**config.mk**
```make
export PLATFORM = sky130hd
export DESIGN_NAME = alu_arbiter
export DESIGN_NICKNAME = d
export VERILOG_FILES = /design/src/rtl/alu_pkg.sv /design/src/rtl/alu_arbiter_alu.sv /design/src/rtl/alu_arbiter.sv
export SDC_FILE = /design/constraint.sdc
export NUM_CORES = 2
export LEC_CHECK = 0
export CAP_MARGIN = 20
export CELL_PAD_IN_SITES_DETAIL_PLACEMENT = 1
export CELL_PAD_IN_SITES_GLOBAL_PLACEMENT = 2
export CORE_MARGIN = 3
export CORE_UTILIZATION = 39
export CTS_CLUSTER_DIAMETER = 30
export DETAILED_ROUTE_END_ITERATION = 8
export PLACE_DENSITY = 0.82
export REMOVE_ABC_BUFFERS = 1
export SYNTH_ARGS = -nofsm -noshare
export SYNTH_HDL_FRONTEND = slang
export SYNTH_HIERARCHICAL = 1
export SYNTH_SLANG_ARGS = --single-unit
```
**constraint.sdc**
```tcl
create_clock -name clk_i -period 8.9 [get_ports clk_i]
set_clock_uncertainty 0.05 [all_clocks]
set_input_delay 0.89 -clock clk_i [delete_from_list [all_inputs] [get_ports clk_i]]
set_output_delay 0.89 -clock clk_i [all_outputs]
set_load 0.02 [all_outputs]
```
**src/rtl/alu_pkg.sv**
```systemverilog
// Shared definitions for the arbitrated ALU: control codes, sequencer states
// and small datapath helpers.
package alu_pkg;

    localparam logic [2:0] ALU_AND = 3'b000;
    localparam logic [2:0] ALU_OR  = 3'b001;
    localparam logic [2:0] ALU_ADD = 3'b010;
    localparam logic [2:0] ALU_SUB = 3'b110;
    localparam logic [2:0] ALU_MUL = 3'b111;

    typedef enum logic [1:0] {
        IDLE = 2'b00,
        EXEC = 2'b01,
        DONE = 2'b10
    } state_t;

    function automatic logic is_zero32(input logic [31:0] value);
        return (value == 32'd0);
    endfunction

endpackage

```
**src/rtl/alu_arbiter_alu.sv**
```systemverilog
// Combinational 32-bit ALU; unknown control codes produce 0 with the zero flag set.
module alu_arbiter_alu
    import alu_pkg::*;
(
    input  logic [31:0] data1_i,
    input  logic [31:0] data2_i,
    input  logic [2:0]  ALUCtrl_i,
    output logic [31:0] data_o,
    output logic        Zero_o
);

    // Operation select; all results wrap to 32 bits
    always_comb begin
        data_o = 32'd0;
        case (ALUCtrl_i)
            ALU_AND: data_o = data1_i & data2_i;
            ALU_OR:  data_o = data1_i | data2_i;
            ALU_ADD: data_o = data1_i + data2_i;
            ALU_SUB: data_o = data1_i - data2_i;
            ALU_MUL: data_o = data1_i * data2_i;
            default: data_o = 32'd0;
        endcase
    end

    assign Zero_o = is_zero32(data_o);

endmodule

```
**src/rtl/alu_arbiter.sv**
```systemverilog
// Two-requester round-robin front end for a shared ALU: captures one operation,
// runs it for 1 or MUL_LAT cycles, and returns a tagged, held response.
module alu_arbiter
    import alu_pkg::*;
#(
    parameter int MUL_LAT = 4
) (
    input  logic        clk_i,
    input  logic        rst_i,
    input  logic        req0_valid_i,
    output logic        req0_ready_o,
    input  logic [31:0] req0_data1_i,
    input  logic [31:0] req0_data2_i,
    input  logic [2:0]  req0_ctrl_i,
    input  logic        req1_valid_i,
    output logic        req1_ready_o,
    input  logic [31:0] req1_data1_i,
    input  logic [31:0] req1_data2_i,
    input  logic [2:0]  req1_ctrl_i,
    output logic        resp_valid_o,
    input  logic        resp_ready_i,
    output logic        resp_id_o,
    output logic [31:0] resp_data_o,
    output logic        resp_zero_o
);

    localparam logic [3:0] MUL_CNT = 4'(MUL_LAT - 1);

    state_t      state_q, state_d;
    logic        last_grant_q, last_grant_d;
    logic [3:0]  cnt_q, cnt_d;
    logic [31:0] op_a_q, op_a_d;
    logic [31:0] op_b_q, op_b_d;
    logic [2:0]  ctrl_q, ctrl_d;
    logic        id_q, id_d;
    logic        resp_valid_q, resp_valid_d;
    logic        resp_id_q, resp_id_d;
    logic [31:0] resp_data_q, resp_data_d;
    logic        resp_zero_q, resp_zero_d;

    logic        gnt0_s, gnt1_s;
    logic [31:0] alu_data_s;
    logic        alu_zero_s;

    // On a tie the requester that did not win last time is granted
    assign gnt0_s = req0_valid_i & (~req1_valid_i | last_grant_q);
    assign gnt1_s = req1_valid_i & (~req0_valid_i | ~last_grant_q);

    assign req0_ready_o = (state_q == IDLE) & gnt0_s & ~rst_i;
    assign req1_ready_o = (state_q == IDLE) & gnt1_s & ~rst_i;

    assign resp_valid_o = resp_valid_q;
    assign resp_id_o    = resp_id_q;
    assign resp_data_o  = resp_data_q;
    assign resp_zero_o  = resp_zero_q;

    alu_arbiter_alu u_alu (
        .data1_i   (op_a_q),
        .data2_i   (op_b_q),
        .ALUCtrl_i (ctrl_q),
        .data_o    (alu_data_s),
        .Zero_o    (alu_zero_s)
    );

    // State and datapath registers
    always_ff @(posedge clk_i or posedge rst_i) begin
        if (rst_i) begin
            state_q      <= IDLE;
            last_grant_q <= 1'b1;
            cnt_q        <= 4'd0;
            op_a_q       <= 32'd0;
            op_b_q       <= 32'd0;
            ctrl_q       <= 3'b000;
            id_q         <= 1'b0;
            resp_valid_q <= 1'b0;
            resp_id_q    <= 1'b0;
            resp_data_q  <= 32'd0;
            resp_zero_q  <= 1'b0;
        end else begin
            state_q      <= state_d;
            last_grant_q <= last_grant_d;
            cnt_q        <= cnt_d;
            op_a_q       <= op_a_d;
            op_b_q       <= op_b_d;
            ctrl_q       <= ctrl_d;
            id_q         <= id_d;
            resp_valid_q <= resp_valid_d;
            resp_id_q    <= resp_id_d;
            resp_data_q  <= resp_data_d;
            resp_zero_q  <= resp_zero_d;
        end
    end

    // Sequencer next state
    always_comb begin
        state_d = state_q;
        case (state_q)
            IDLE: begin
                if (gnt0_s || gnt1_s) begin
                    state_d = EXEC;
                end else begin
                    state_d = IDLE;
                end
            end
            EXEC: begin
                if (cnt_q == 4'd0) begin
                    state_d = DONE;
                end else begin
                    state_d = EXEC;
                end
            end
            DONE: begin
                if (resp_ready_i) begin
                    state_d = IDLE;
                end else begin
                    state_d = DONE;
                end
            end
            default: state_d = IDLE;
        endcase
    end

    // Operand capture, multiply stretch counter and response registers
    always_comb begin
        last_grant_d = last_grant_q;
        cnt_d        = cnt_q;
        op_a_d       = op_a_q;
        op_b_d       = op_b_q;
        ctrl_d       = ctrl_q;
        id_d         = id_q;
        resp_valid_d = resp_valid_q;
        resp_id_d    = resp_id_q;
        resp_data_d  = resp_data_q;
        resp_zero_d  = resp_zero_q;
        case (state_q)
            IDLE: begin
                if (gnt0_s) begin
                    op_a_d       = req0_data1_i;
                    op_b_d       = req0_data2_i;
                    ctrl_d       = req0_ctrl_i;
                    id_d         = 1'b0;
                    last_grant_d = 1'b0;
                    cnt_d        = (req0_ctrl_i == ALU_MUL) ? MUL_CNT : 4'd0;
                end else if (gnt1_s) begin
                    op_a_d       = req1_data1_i;
                    op_b_d       = req1_data2_i;
                    ctrl_d       = req1_ctrl_i;
                    id_d         = 1'b1;
                    last_grant_d = 1'b1;
                    cnt_d        = (req1_ctrl_i == ALU_MUL) ? MUL_CNT : 4'd0;
                end else begin
                    cnt_d        = 4'd0;
                end
            end
            EXEC: begin
                if (cnt_q != 4'd0) begin
                    cnt_d = cnt_q - 4'd1;
                end else begin
                    resp_valid_d = 1'b1;
                    resp_id_d    = id_q;
                    resp_data_d  = alu_data_s;
                    resp_zero_d  = alu_zero_s;
                end
            end
            DONE: begin
                if (resp_ready_i) begin
                    resp_valid_d = 1'b0;
                end else begin
                    resp_valid_d = 1'b1;
                end
            end
            default: begin
                resp_valid_d = 1'b0;
            end
        endcase
    end

endmodule

```
==> summary.txt <==
Floorplan
  – Core Region: 0.06070 sq mm
  – Die height: roughly 250 um
  – Initial Utilization: 39.71%
  – Die footprint: between 0.06 and 0.07 sq mm
  – Chip width: 254.6 um
  – Io pins: around 180
  – Num rows: 90

Logic synthesis
  – Area fraction of the dominant cell type after synthesis: around a third
  – Post-synth top flop: dfrtp_1
  – Synth Area in Compound Gates: 8.903%
  – Xor and xnor area share after synthesis: 4.657%
  – Post-synthesis mux area share: 4.667%
  – Register bit total from synthesis: 110
  – Sequential element share of the synthesized area: 11.43%
  – Largest cells by area after synthesis: fa_1 (34%), dfrtp_1 (11%), ha_1 (8.4%)
  – Main combinational cell family by area after synthesis: adder cells
  – Cells after Synth: roughly 2700
  – EDFF count, synth: 0
  – Post-Syn Area: roughly 0.024 sq mm
  – Synth Area in Adders: 43.38%
  – Synth area leader: fa_1
  – Avg Inst Size Synth: 9.047 sq um
  – Synth Area in Simple Gates: approximately 18%
  – Unique masters post-synth: 85
  – Synth Warn #: 6
  – Synth async-reset ratio: 100.0%

STA
  – Min Clock Period, post-route: 8.561 ns
  – RSZ-0062 raised after global routing: no
  – Worst-margin pin slew: between 1 and 1.5 ns
  – # setup viols final: 0
  – Period utilization: a little over nine tenths
  – TNS Setup: 0 ns
  – Relative slew slack: between 15 and 20%
  – Fmax: 116.8 MHz
  – Worst hold slack: 0.4609 ns
  – Max-slew violations: 0
  – Final Hold Viols: 0

Detailed routing
  – Routed wire per std cell: 24.22 um
  – Initial DRC Count: 1205
  – Drt pass-1 iters: 5
  – Final WL: 86.63 mm
  – Vias per cell: 5.423
  – Vias: 19400
  – DRC: 0
  – Post-route ant nets: 0

Place
  – Post-DP Area: 0.02689 sq mm
  – Dpl hpwl: 70.23 mm
  – Routability cong.: roughly 0.9
  – # port buffers: 175

Hold path
  – Hold Path Class: register to register

Critical path
  – CP Data Arrival Time: 8.86 ns
  – Critical path's slowest cell: dfrtp_1
  – WP data required: 9.20 ns
  – CP delay by family, top: adder cells
  – Peak fanout along the critical path: 18
  – Critical path class: register to register
  – Crit path top cell by count: fa_1
  – CP endpoint kind: register
  – Slowest stage delay, CP: 0.94 ns
  – Sum of buffers and inverters on the critical path: 7
  – Crit path launch type: register

CTS
  – Worst-path clk slew: 0.09 ns
  – CTS sink count: 110
  – Root cell of the clock tree: clkbuf_16
  – Clock Latency Late Sink: 0.41 ns
  – Setup Fix Bufs, Post-CTS: 0
  – H-tree depth: 3
  – Max Root-Sink Buffers: 2
  – CTS tree: built
  – Num CTS Buffers: 9

Layout
  – Final core occ: 44.82%
  – Area of the multi-input gates: 0.01910 sq mm
  – Seq. cell area: 0.002769 sq mm
  – Most frequent cells in the layout: fa_1 (409), inv_1 (401), nand2_1 (343)
  – Cell area after layout: 0.02721 sq mm
  – Area delta synth->final: 12.88%
  – NumNets Final: about 3500
  – # fillers: 7015
  – Most common cell after layout, fill and taps aside: fa_1
  – Share of cells above drive strength 1: 6.839%

Run status
  – Status: finished, final reports clean

GRT
  – Global router's overall resource usage: around 28%
  – Largest net degree at the start of global routing: 61
  – First-pass GRT wire length: 134.0 mm
  – Initial antenna violation count: 4
  – Global route overflow: 0
  – Vias in the first global route: approximately 22000

Run
  – Total of max-cap violations: 0
==> worst reg2reg max path: cells and delay by family, from the launching register on <==
| family | cells | cell delay [ns] |
|---|---|---|
| mux | 1 | 0.18 |
| simple gates | 7 | 1.72 |
| flops | 1 | 0.94 |
| compound gates | 5 | 1.04 |
| fa+ha+maj | 9 | 3.71 |
| buf+inv | 7 | 0.87 |
==> registers in the layout, summed over array words and instances, names as in the netlist <==
name	count
cnt_q	4
ctrl_q	3
id_q	1
last_grant_q	1
op_a_q	32
op_b_q	32
resp_data_o	32
resp_id_o	1
resp_valid_o	1
resp_zero_o	1
state_q	2
==> what timing repair did <==
action / CTS / global route
gates resized for setup: 0 / 11
hold buffers: 0 / 0
endpoints found under the setup margin: 0 / 1
endpoints found under the hold margin: 0 / 0
==> kinds of logic (layout without fill, tap and decap cells) <==
family | count (synthesis) | in the layout
DFF | 110 | 110
xor gates and xnor gates | 126 | 126
and+or+nand+nor | 824 | 824
buffers and inverters | 561 | 690
muxes | 108 | 108
adders and majority gates | 595 | 595
AOI/OAI and AO/OA | 340 | 340
other | 0 | 2
==> per-layer routing <==
metal	vias up	share of wire, %	GRT usage (%)
met3	107	6.1	5.089
li1	8608	-	-
met2	613	46	44.97
met4	0	2.6	7.004
met5	-	0	0
met1	10070	45	38.34
==> final cells by class <==
class | instances | share of cell area (%)
multi-input cells | 1993 | 70.22
flip-flops and latches | 110 | 10.18
repair buffers | 272 | 9.345
inverters | 402 | 5.556
well taps | 782 | 3.596
clock buffers | 10 | 0.8416
clock inverters | 6 | 0.2483
diodes | 2 | 0.01840
==> worst paths after layout <==
path | from | end | slack, ns | depth (start not counted)
max | op_b_q[13] | resp_zero_o | 0.34 | 29
min | resp_data_o[0] | resp_data_o[0] | 0.46 | 1
max reg2reg | op_b_q[13] | resp_zero_o | 0.34 | 29
min reg2reg | resp_data_o[0] | resp_data_o[0] | 0.46 | 1
max in group asynchronous | rst_i | op_a_q[14] | 6.42 | 3
min in group asynchronous | rst_i | op_a_q[6] | 0.97 | 2
==> synthesized netlist by cell type (all sizes together), types with 21 or more instances <==
master / instances
nor3: 21
a21oi: 73
clkbuf: 128
xor2: 40
nand2: 344
buf: 31
maj3: 24
mux2: 35
xnor2: 86
mux2i: 73
fa: 409
o21ai: 130
and2: 317
ha: 162
nor2: 43
dfrtp: 109
inv: 402
==> through the flow <==
step | instances | worst slack, ns
2_1_floorplan | 2505 | 1.241
3_3_place_gp | 3559 | 0.5073
3_5_place_dp | 3559 | 0.3517
4_1_cts | 3575 | 0.3156
5_1_grt | 3575 | 0.06354
6_report | 3577 | 0.3392
Power is left out: the tool's default activity adds up to more than one toggle a clock period on the data nets, which glitch-free logic cannot reach.
